--- config.mk ---
export PLATFORM = sky130hd
export DESIGN_NAME = rv_iopmp_tl_arbiter_flat
export DESIGN_NICKNAME = d
export VERILOG_FILES = /design/src/rtl/rv_iopmp_tl_arbiter_if.sv /design/src/rtl/rv_iopmp_tl_arbiter.sv /design/src/flat_wrapper.sv
export SDC_FILE = /design/constraint.sdc
export NUM_CORES = 1
export LEC_CHECK = 0
export ABC_AREA = 1
export CAP_MARGIN = 20
export CORE_AREA = 10 10 152 154
export DETAILED_ROUTE_END_ITERATION = 12
export DIE_AREA = 0 0 162 164
export DONT_BUFFER_PORTS = 1
export GPL_TIMING_DRIVEN = 1
export SLEW_MARGIN = 10
export SYNTH_ARGS = -nofsm -noshare
export SYNTH_HDL_FRONTEND = slang
export SYNTH_SLANG_ARGS = --single-unit
--- constraint.sdc ---
create_clock -name clk_i -period 2.09 [get_ports clk_i]
set_input_delay 0.3135 -clock clk_i [delete_from_list [all_inputs] [get_ports clk_i]]
set_output_delay 0.3135 -clock clk_i [all_outputs]
set_load 0.01 [all_outputs]
--- src/rtl/rv_iopmp_tl_arbiter_if.sv ---
// Access-type package plus the requester-side and TL-side bundles of the
// shared transaction-logic arbiter.
package rv_iopmp_pkg;
    typedef enum logic [2:0] {
        ACCESS_NONE    = 3'd0,
        ACCESS_READ    = 3'd1,
        ACCESS_WRITE   = 3'd2,
        ACCESS_EXECUTE = 3'd4
    } access_t;
endpackage

interface rv_iopmp_arb_req_if #(
    parameter int NUM_REQ    = 4,
    parameter int ADDR_WIDTH = 64,
    parameter int DATA_WIDTH = 64,
    parameter int SID_WIDTH  = 8
);
    localparam int NB = $clog2(DATA_WIDTH / 8) + 1;

    logic [NUM_REQ-1:0]                    req_valid_i;
    logic [NUM_REQ-1:0]                    req_ready_o;
    logic [NUM_REQ-1:0][ADDR_WIDTH-1:0]    req_addr_i;
    logic [NUM_REQ-1:0][NB-1:0]            req_num_bytes_i;
    logic [NUM_REQ-1:0][SID_WIDTH-1:0]     req_sid_i;
    rv_iopmp_pkg::access_t [NUM_REQ-1:0]   req_access_i;
    logic [NUM_REQ-1:0]                    rsp_valid_o;
    logic                                  rsp_allow_o;

    // slave = arbiter side, master = requester side
    modport slave (
        input  req_valid_i, req_addr_i, req_num_bytes_i, req_sid_i, req_access_i,
        output req_ready_o, rsp_valid_o, rsp_allow_o
    );
    modport master (
        output req_valid_i, req_addr_i, req_num_bytes_i, req_sid_i, req_access_i,
        input  req_ready_o, rsp_valid_o, rsp_allow_o
    );
endinterface

interface rv_iopmp_arb_tl_if #(
    parameter int ADDR_WIDTH = 64,
    parameter int DATA_WIDTH = 64,
    parameter int SID_WIDTH  = 8
);
    localparam int NB = $clog2(DATA_WIDTH / 8) + 1;

    logic                  tl_transaction_en_o;
    logic [ADDR_WIDTH-1:0] tl_addr_o;
    logic [NB-1:0]         tl_num_bytes_o;
    logic [SID_WIDTH-1:0]  tl_sid_o;
    rv_iopmp_pkg::access_t tl_access_o;
    logic                  tl_ready_i;
    logic                  tl_valid_i;
    logic                  tl_allow_i;

    // master = arbiter side, slave = transaction-logic side
    modport master (
        output tl_transaction_en_o, tl_addr_o, tl_num_bytes_o, tl_sid_o, tl_access_o,
        input  tl_ready_i, tl_valid_i, tl_allow_i
    );
    modport slave (
        input  tl_transaction_en_o, tl_addr_o, tl_num_bytes_o, tl_sid_o, tl_access_o,
        output tl_ready_i, tl_valid_i, tl_allow_i
    );
endinterface

--- src/rtl/rv_iopmp_tl_arbiter.sv ---
// Round-robin arbiter sharing one IOPMP transaction-logic checker between
// NUM_REQ requesters, one check in flight, with a deny-on-timeout watchdog.
module rv_iopmp_tl_arbiter
    import rv_iopmp_pkg::*;
#(
    parameter int NUM_REQ        = 4,
    parameter int ADDR_WIDTH     = 64,
    parameter int DATA_WIDTH     = 64,
    parameter int SID_WIDTH      = 8,
    parameter int TIMEOUT_CYCLES = 64
) (
    input  logic               clk_i,
    input  logic               rst_i,
    rv_iopmp_arb_req_if.slave  req,
    rv_iopmp_arb_tl_if.master  tl,
    output logic               busy_o,
    output logic               timeout_o
);
    localparam int NB = $clog2(DATA_WIDTH / 8) + 1;
    localparam int GW = (NUM_REQ > 1) ? $clog2(NUM_REQ) : 1;
    localparam int TW = (TIMEOUT_CYCLES > 0) ? $clog2(TIMEOUT_CYCLES + 1) : 1;
    localparam logic [NUM_REQ-1:0] ONE = NUM_REQ'(1);

    typedef enum logic [1:0] {IDLE, ISSUE, WAIT, RESP} state_e;

    state_e                state_q, state_d;
    logic [GW-1:0]         last_q, last_d;
    logic [GW-1:0]         gnt_q, gnt_d;
    logic [ADDR_WIDTH-1:0] addr_q, addr_d;
    logic [NB-1:0]         nb_q, nb_d;
    logic [SID_WIDTH-1:0]  sid_q, sid_d;
    access_t               acc_q, acc_d;
    logic [TW-1:0]         timer_q, timer_d;
    logic                  allow_q, allow_d;
    logic                  to_q, to_d;

    logic [GW-1:0]         gnt_sel;
    logic                  gnt_found;
    logic                  any_req;
    logic                  wd_fire;

    assign any_req = |req.req_valid_i;
    assign wd_fire = (TIMEOUT_CYCLES != 0) && (timer_q == TW'(TIMEOUT_CYCLES - 1));

    // Scan starts one past the previous winner so every requester gets a turn.
    always_comb begin
        gnt_sel   = last_q;
        gnt_found = 1'b0;
        for (int k = 1; k <= NUM_REQ; k++) begin
            if (!gnt_found && req.req_valid_i[(int'(last_q) + k) % NUM_REQ]) begin
                gnt_sel   = GW'((int'(last_q) + k) % NUM_REQ);
                gnt_found = 1'b1;
            end
        end
    end

    always_comb begin
        state_d = state_q;
        last_d  = last_q;
        gnt_d   = gnt_q;
        addr_d  = addr_q;
        nb_d    = nb_q;
        sid_d   = sid_q;
        acc_d   = acc_q;
        timer_d = timer_q;
        allow_d = allow_q;
        to_d    = to_q;
        unique case (state_q)
            IDLE: begin
                if (any_req) begin
                    gnt_d   = gnt_sel;
                    addr_d  = req.req_addr_i[gnt_sel];
                    nb_d    = req.req_num_bytes_i[gnt_sel];
                    sid_d   = req.req_sid_i[gnt_sel];
                    acc_d   = req.req_access_i[gnt_sel];
                    state_d = ISSUE;
                end
            end
            ISSUE: begin
                if (tl.tl_ready_i) begin
                    timer_d = '0;
                    state_d = WAIT;
                end
            end
            WAIT: begin
                // A real verdict beats the watchdog when both land together.
                if (tl.tl_valid_i) begin
                    allow_d = tl.tl_allow_i;
                    to_d    = 1'b0;
                    state_d = RESP;
                end else if (wd_fire) begin
                    allow_d = 1'b0;
                    to_d    = 1'b1;
                    state_d = RESP;
                end else begin
                    timer_d = timer_q + TW'(1);
                end
            end
            RESP: begin
                last_d  = gnt_q;
                state_d = IDLE;
            end
            default: state_d = IDLE;
        endcase
    end

    always_ff @(posedge clk_i) begin
        if (rst_i) begin
            state_q <= IDLE;
            last_q  <= GW'(NUM_REQ - 1);
            gnt_q   <= '0;
            addr_q  <= '0;
            nb_q    <= '0;
            sid_q   <= '0;
            acc_q   <= ACCESS_NONE;
            timer_q <= '0;
            allow_q <= 1'b0;
            to_q    <= 1'b0;
        end else begin
            state_q <= state_d;
            last_q  <= last_d;
            gnt_q   <= gnt_d;
            addr_q  <= addr_d;
            nb_q    <= nb_d;
            sid_q   <= sid_d;
            acc_q   <= acc_d;
            timer_q <= timer_d;
            allow_q <= allow_d;
            to_q    <= to_d;
        end
    end

    // Verdict outputs are gated by RESP so they read 0 outside the pulse.
    assign req.req_ready_o     = (state_q == IDLE && any_req) ? (ONE << gnt_sel) : '0;
    assign req.rsp_valid_o     = (state_q == RESP) ? (ONE << gnt_q) : '0;
    assign req.rsp_allow_o     = (state_q == RESP) && allow_q;
    assign timeout_o           = (state_q == RESP) && to_q;
    assign busy_o              = (state_q != IDLE);

    assign tl.tl_transaction_en_o = (state_q == ISSUE);
    assign tl.tl_addr_o           = addr_q;
    assign tl.tl_num_bytes_o      = nb_q;
    assign tl.tl_sid_o            = sid_q;
    assign tl.tl_access_o         = acc_q;
endmodule

--- src/flat_wrapper.sv ---
// flat-port wrapper written by rule: the top's interface ports become plain ports
module rv_iopmp_tl_arbiter_flat import rv_iopmp_pkg::*;
#(
    parameter int NUM_REQ        = 4,
    parameter int ADDR_WIDTH     = 64,
    parameter int DATA_WIDTH     = 64,
    parameter int SID_WIDTH      = 8,
    parameter int TIMEOUT_CYCLES = 64
)
  (clk_i, rst_i, busy_o, timeout_o, req_req_valid_i, req_req_addr_i, req_req_num_bytes_i, req_req_sid_i, req_req_access_i, req_req_ready_o, req_rsp_valid_o, req_rsp_allow_o, tl_tl_transaction_en_o, tl_tl_addr_o, tl_tl_num_bytes_o, tl_tl_sid_o, tl_tl_access_o, tl_tl_ready_i, tl_tl_valid_i, tl_tl_allow_i);
  rv_iopmp_arb_req_if #(.NUM_REQ(NUM_REQ), .ADDR_WIDTH(ADDR_WIDTH), .DATA_WIDTH(DATA_WIDTH), .SID_WIDTH(SID_WIDTH)) req_i ();
  rv_iopmp_arb_tl_if #(.ADDR_WIDTH(ADDR_WIDTH), .DATA_WIDTH(DATA_WIDTH), .SID_WIDTH(SID_WIDTH)) tl_i ();
  input  logic clk_i;
  input  logic rst_i;
  output logic busy_o;
  output logic timeout_o;
  input wire logic [$bits(req_i.req_valid_i)-1:0] req_req_valid_i;
  input wire logic [$bits(req_i.req_addr_i)-1:0] req_req_addr_i;
  input wire logic [$bits(req_i.req_num_bytes_i)-1:0] req_req_num_bytes_i;
  input wire logic [$bits(req_i.req_sid_i)-1:0] req_req_sid_i;
  input wire logic [$bits(req_i.req_access_i)-1:0] req_req_access_i;
  output wire logic [$bits(req_i.req_ready_o)-1:0] req_req_ready_o;
  output wire logic [$bits(req_i.rsp_valid_o)-1:0] req_rsp_valid_o;
  output wire logic [$bits(req_i.rsp_allow_o)-1:0] req_rsp_allow_o;
  output wire logic [$bits(tl_i.tl_transaction_en_o)-1:0] tl_tl_transaction_en_o;
  output wire logic [$bits(tl_i.tl_addr_o)-1:0] tl_tl_addr_o;
  output wire logic [$bits(tl_i.tl_num_bytes_o)-1:0] tl_tl_num_bytes_o;
  output wire logic [$bits(tl_i.tl_sid_o)-1:0] tl_tl_sid_o;
  output wire logic [$bits(tl_i.tl_access_o)-1:0] tl_tl_access_o;
  input wire logic [$bits(tl_i.tl_ready_i)-1:0] tl_tl_ready_i;
  input wire logic [$bits(tl_i.tl_valid_i)-1:0] tl_tl_valid_i;
  input wire logic [$bits(tl_i.tl_allow_i)-1:0] tl_tl_allow_i;
  assign req_i.req_valid_i = req_req_valid_i;
  assign req_i.req_addr_i = req_req_addr_i;
  assign req_i.req_num_bytes_i = req_req_num_bytes_i;
  assign req_i.req_sid_i = req_req_sid_i;
  assign req_i.req_access_i = req_req_access_i;
  assign req_req_ready_o = req_i.req_ready_o;
  assign req_rsp_valid_o = req_i.rsp_valid_o;
  assign req_rsp_allow_o = req_i.rsp_allow_o;
  assign tl_tl_transaction_en_o = tl_i.tl_transaction_en_o;
  assign tl_tl_addr_o = tl_i.tl_addr_o;
  assign tl_tl_num_bytes_o = tl_i.tl_num_bytes_o;
  assign tl_tl_sid_o = tl_i.tl_sid_o;
  assign tl_tl_access_o = tl_i.tl_access_o;
  assign tl_i.tl_ready_i = tl_tl_ready_i;
  assign tl_i.tl_valid_i = tl_tl_valid_i;
  assign tl_i.tl_allow_i = tl_tl_allow_i;
  rv_iopmp_tl_arbiter #(.NUM_REQ(NUM_REQ), .ADDR_WIDTH(ADDR_WIDTH), .DATA_WIDTH(DATA_WIDTH), .SID_WIDTH(SID_WIDTH), .TIMEOUT_CYCLES(TIMEOUT_CYCLES)) u_core (.clk_i(clk_i), .rst_i(rst_i), .req(req_i), .tl(tl_i), .busy_o(busy_o), .timeout_o(timeout_o));
endmodule
Word-level counts from Yosys, hierarchy flattened
Cells that the tools add are included.
{"block": "word_totals", "ff_bits": 94, "latch_bits": 0, "ram_bits": 0, "romBits": 0, "inputBits": 325, "out_inout_bits": 91, "word_cells": 99, "memories": 0}
{"block": "op_classes", "add_sub_neg": 5, "n_mul": 0, "div": 0, "n_lt_le_gt_ge": 5, "n_eq_ne": 9, "shifts": 2, "n_mux": 42, "bitwise_logic": 4, "reduce_logical": 22}
{"cell": "$bmux 64 s2", "n": 1}
{"cell": "$mux 64", "n": 1}
{"cell": "$mux 7", "n": 3}
{"cell": "$bmux 8 s2", "n": 1}
{"cell": "$lt 3x4->1 const B", "n": 4}
{"cell": "$mux 2", "n": 8}
{"cell": "$mux 1", "n": 15}
{"cell": "$pmux 7 s2", "n": 1}
{"cell": "$mux 4", "n": 3}
{"cell": "$bmux 1 s2", "n": 4}
{"cell": "$bmux 4 s2", "n": 1}
{"cell": "$mux 8", "n": 1}
{"cell": "$pmux 2 s4", "n": 1}
{"cell": "$reduce_or 2->1", "n": 4}
{"cell": "$shl 1x2->4 const A", "n": 2}
{"cell": "$add 7x1->7 const B", "n": 1}
{"cell": "$eq 7x6->1 const B", "n": 1}
{"cell": "$bmux 3 s2", "n": 1}
{"cell": "$logic_and 1x1->1", "n": 6}
{"cell": "$reduce_bool 2->1", "n": 3}
{"cell": "$add 2x1->2 const B", "n": 2}
{"cell": "$add 2x2->2 const B", "n": 2}
{"cell": "$and 1x1->1 const A", "n": 4}
{"cell": "$eq 2x2->1 const B", "n": 2}
{"cell": "12 further kinds", "n": 17}

Longest topological paths before layout
{"block": "depth", "ltp_word": 18, "depth_mapped": 17, "mapped_depth_nobuf": 15}

Worst setup path after synthesis
Ideal clock, no wire load.
{"block": "synth_path", "path_kind": "register -> output", "startpoint": "reg u_core.last_q[0]", "endpoint": "out req_req_ready_o[3]", "arrival_time_ns": 1.741, "required_time_ns": 1.776, "slack_ns": 0.036, "path_stages_with_launch": 13, "path_buffers": 2, "path_cell_list": "dfxtp_1 > buf_6 > inv_4 > nand2_1 > nand2_1 > nand2_1 > nand2_2 > inv_2 > nand3_2 > nand2_2 > buf_4 > inv_2 > nor4_1"}
{"block": "synth_via", "elab_chain_len": 16, "elab_cells_between_ends": 31, "cone_classes": "add/sub: 4; shift: 1; mux: 20; reduce/logical: 6"}
{"element": "from (decl)", "line": "rv_iopmp_tl_arbiter.sv:27", "source": "logic [GW-1:0] last_q, last_d;"}
{"element": "from (signal assigned)", "line": "rv_iopmp_tl_arbiter.sv:110", "source": "last_q <= GW'(NUM_REQ - 1);"}
{"element": "from (signal assigned)", "line": "rv_iopmp_tl_arbiter.sv:121", "source": "last_q <= last_d;"}
{"element": "$add 2x1->2", "line": "rv_iopmp_tl_arbiter.sv:50, rv_iopmp_tl_arbiter.sv:51"}
{"element": "$bmux 1 s2", "line": "rv_iopmp_tl_arbiter.sv:50", "source": "if (!gnt_found && req.req_valid_i[(int'(last_q) + k) % NUM_REQ]) begin"}
{"element": "$mux 1 (not written as such) (2 in a row)", "line": "rv_iopmp_tl_arbiter.sv:50"}
{"element": "$mux 1", "line": "rv_iopmp_tl_arbiter.sv:50"}
{"element": "$logic_not 1->1", "line": "rv_iopmp_tl_arbiter.sv:50"}
{"element": "$logic_and 1x1->1", "line": "rv_iopmp_tl_arbiter.sv:50"}
{"element": "$mux 1", "line": "rv_iopmp_tl_arbiter.sv:50"}
{"element": "$logic_not 1->1", "line": "rv_iopmp_tl_arbiter.sv:50"}
{"element": "$logic_and 1x1->1", "line": "rv_iopmp_tl_arbiter.sv:50"}
{"element": "$mux 1", "line": "rv_iopmp_tl_arbiter.sv:50"}
{"element": "$logic_not 1->1", "line": "rv_iopmp_tl_arbiter.sv:50"}
{"element": "$logic_and 1x1->1", "line": "rv_iopmp_tl_arbiter.sv:50"}
{"element": "$mux 2 *", "line": "rv_iopmp_tl_arbiter.sv:50"}
{"element": "$shl 1x2->4 *", "line": "rv_iopmp_tl_arbiter.sv:134", "source": "assign req.req_ready_o = (state_q == IDLE && any_req) ? (ONE << gnt_sel) : '0;"}
{"element": "$mux 4 *", "line": "rv_iopmp_tl_arbiter.sv:134"}
{"element": "to (decl)", "line": "flat_wrapper.sv:22", "source": "output wire logic [$bits(req_i.req_ready_o)-1:0] req_req_ready_o;"}
Mark *: on every way between the ends. The rest lies on a longest branch, timed or not. The select of a mux whose other input is x is not followed.

Final worst setup path
{"block": "layout_path", "startpoint": "reg u_core.last_q[0]", "endpoint": "out req_req_ready_o[0]"}
The elaborated chain is that of the path after synthesis.

==> flow_metrics.py <==
metrics = {
    "power": {
        "powerDensity_mw_per_mm2": 1890,
        "power_w": 0.0167,
        "ir_drop_v": 0.00111,
        "leakage_nw": 4.94,
    },
    "sta": {
        "setup_violations": 7,
        "period_share_pct": 105,
        "finalCriticalPeriod_ns": 2.20,
        "tightest_slew_ns": 0.397,
        "final-hold-violation-count": 0,
        "slew_headroom_pct": 73.6,
        "fmax_mhz": 454,
        "drv_slew": 0,
        "grt_setup_unrepaired": "yes",
        "final.setup_skew_ns": 0.0100,
        "setup_ws_ns": -0.113,
    },
    "clock_tree": {
        "cts_sinks": 94,
        "cts_tree": "yes",
        "path_clk_slew_ns": 0.07,
        "cts_buffers": 9,
        "cts_root_buf": "clkbuf_16",
        "cts.htree.levels": 3,
        "clockBufferDepth": 2,
        "clkLatencyLatePin_ns": 0.35,
    },
    "route": {
        "wl_per_cell_um": 18.8,
        "drt_iter0_markers": 802,
        "vias_per_cell": 5.32,
        "drt-total-wl_mm": 30.7,
        "dr_total_vias": 8710,
        "dr.pass1.iters": 5,
        "drc": 0,
        "drtAntennaViolNets": 0,
    },
    "die": {
        "io_pins": 416,
        "fp-row-count": 52,
        "die_w_um": 162,
        "fp.coreArea_mm2": 0.0200,
        "start_util_pct": 36.9,
        "die_area_mm2": 0.0266,
        "dieHeight_um": 164,
    },
    "global_route": {
        "grt_pass1_vias": 7939,
        "grt_max_degree": 83,
        "antenna_found_initial": 0,
        "track_usage_pct": 20.4,
        "grt_pass1_wl_mm": 43.9,
        "grt_remaining_overflow": 0,
    },
    "logic_synthesis": {
        "synth_ff_type": "dfxtp_1",
        "synth-edff-count": 0,
        "synth_seq_area_share_pct": 25.4,
        "synth_warnings": 0,
        "syn_nets": 1701,
        "netlist_instances": 1371,
        "synthDistinctLibCells": 28,
        "synthArstFlopShare_pct": 0,
        "ys_ff_latch": 94,
        "syn_area_mm2": 0.00740,
        "avgSynthCellArea_um2": 5.39,
    },
    "critical_path": {
        "crit_slowest_cell": "dfxtp_4",
        "cp.arrival_ns": 1.89,
        "crit_top_cell": "nand2_4",
        "cp_cell_sequence": "buf_8 > nand2_4 > nand2_4 > nand2_4 > nand2_4 > buf_6 > nor2_4 > nand3_2 > a21boi_4 > nor2_2 > buf_6",
        "critical_path_class": "reg -> out",
        "worstSetupStartpointType": "flip-flop",
        "crit_required_ns": 1.78,
        "crit_family": "simple AND/OR/NAND/NOR gates",
        "worst-path-max-fanout": 5,
        "critPathMaxStageDelay_ns": 0.37,
        "cp.buffers_inverters": 3,
        "end_kind": "primary output",
    },
    "final_layout": {
        "multi_input_area_mm2": 0.00488,
        "nets": 1693,
        "antennaDiodeCount": 0,
        "final_util_pct": 43.9,
        "area_growth_pct": 19.0,
        "final_common_cell": "nand2_1",
        "drive_gt1_share_pct": 11.4,
        "layout_common_cells": "500 x nand2_1, 318 x nand3_1, 169 x nor2_1",
        "regArea_mm2": 0.00189,
        "fill_cells": 2171,
    },
    "hold_path": {
        "hold_path_class": "in -> reg",
    },
    "placement": {
        "port_buffers": 0,
        "gp_congestion": 0.935,
        "dp_hpwl_mm": 22.3,
    },
    "job": {
        "max_cap_viol_count": 0,
    },
    "run_status": {
        "status": "finished with violations",
        "violations": "setup timing",
    },
}
-- flip-flops by register name (all words and copies together), names as in the netlist --
| signal | flops |
|---|---|
| u_core.gnt_q | 2 |
| u_core.tl.tl_sid_o | 8 |
| u_core.tl.tl_addr_o | 64 |
| u_core.to_q | 1 |
| u_core.tl.tl_access_o | 3 |
| u_core.allow_q | 1 |
| u_core.timer_q | 7 |
| u_core.last_q | 2 |
| u_core.tl.tl_num_bytes_o | 4 |
| u_core.state_q | 2 |
-- area by class of cell --
cell class                 count  area share, %
timing repair buffer          83           11.4
inverter                     104           4.61
multi-input combinational   1071           55.4
clock inverter                 5          0.682
tap                          270           3.84
sequential                    94           21.5
clock buffer                  10           2.60
-- metal layers --
metal / vias up / part of all wire [%] / GRT usage, %
met5: - / 0 / 0
met4: 0 / 2.1 / 6.74
met3: 43 / 11 / 6.68
met2: 421 / 48 / 34.0
met1: 3959 / 39 / 24.2
li1: 4287 / - / -
-- repair_timing --
| item | 4_1_cts | 5_1_grt |
|---|---|---|
| cloned | 1 | 3 |
| buffers inserted | 8 | 13 |
| hold buffers | 0 | 0 |
| endpoints found under the setup margin | 46 | 85 |
| pin swaps | 18 | 28 |
| gates resized for setup | 41 | 55 |
-- worst paths after layout --
check	start	endpoint	slack, ns	cells after the start
setup / recovery	u_core.last_q[0]$_SDFFE_PP1P_	req_req_ready_o[0]	-0.11	11
setup reg to reg	u_core.last_q[0]$_SDFFE_PP1P_	u_core.tl.tl_sid_o[6]$_SDFFE_PP0P_	-0.05	15
hold / removal	rst_i	u_core.timer_q[1]$_SDFFE_PP0P_	0.06	1
hold reg to reg	u_core.timer_q[5]$_SDFFE_PP0P_	u_core.timer_q[5]$_SDFFE_PP0P_	0.46	1
-- cells by family after synthesis --
family	Yosys count	synth area share, %
AOI/OAI and AO/OA	23	1.81
adders and majority gates	5	0.846
DFF	94	25.4
xor gates and xnor gates	1	0.118
and+or+nand+nor	1042	59.2
buffers and inverters	206	12.6
-- synth_stat cells, types with 6 or more instances --
library cell,count,area (um^2)
buf_4,15,113
dfxtp_1,94,1880
buf_2,50,250
clkbuf_1,32,120
nor2_1,173,649
inv_1,100,375
nand2_2,6,37.5
a21oi_1,7,35.0
o21ai_0,8,40.0
nand2_1,525,1970
nand3_1,326,1630
-- metrics by stage --
| step | TNS (ns) | instances | setup slack [ns] | area [um^2] | hold WS, ns |
|---|---|---|---|---|---|
| floorplan | 0 | 1371 | 0.0355 | 7400 | 0.421 |
| global placement | -0.111 | 1597 | -0.107 | 7880 | 0.409 |
| detailed placement | -0.821 | 1597 | -0.0464 | 7880 | 0.413 |
| CTS | -0.377 | 1621 | -0.150 | 8410 | 0.0350 |
| global route | -7.33 | 1637 | -0.189 | 8800 | 0.0429 |
| finish | -0.364 | 1637 | -0.113 | 8800 | 0.0631 |
-- power breakdown --
| group | total (W) | switching [W] | internal (W) |
|---|---|---|---|
| Combinational | 0.0117 | 0.00719 | 0.00451 |
| Sequential | 0.00328 | 0.000819 | 0.00246 |
| Clock | 0.00168 | 0.000750 | 0.000928 |
| Total | 0.0167 | 0.00876 | 0.00790 |
No activity file was read; power rests on OpenSTA's default activity.
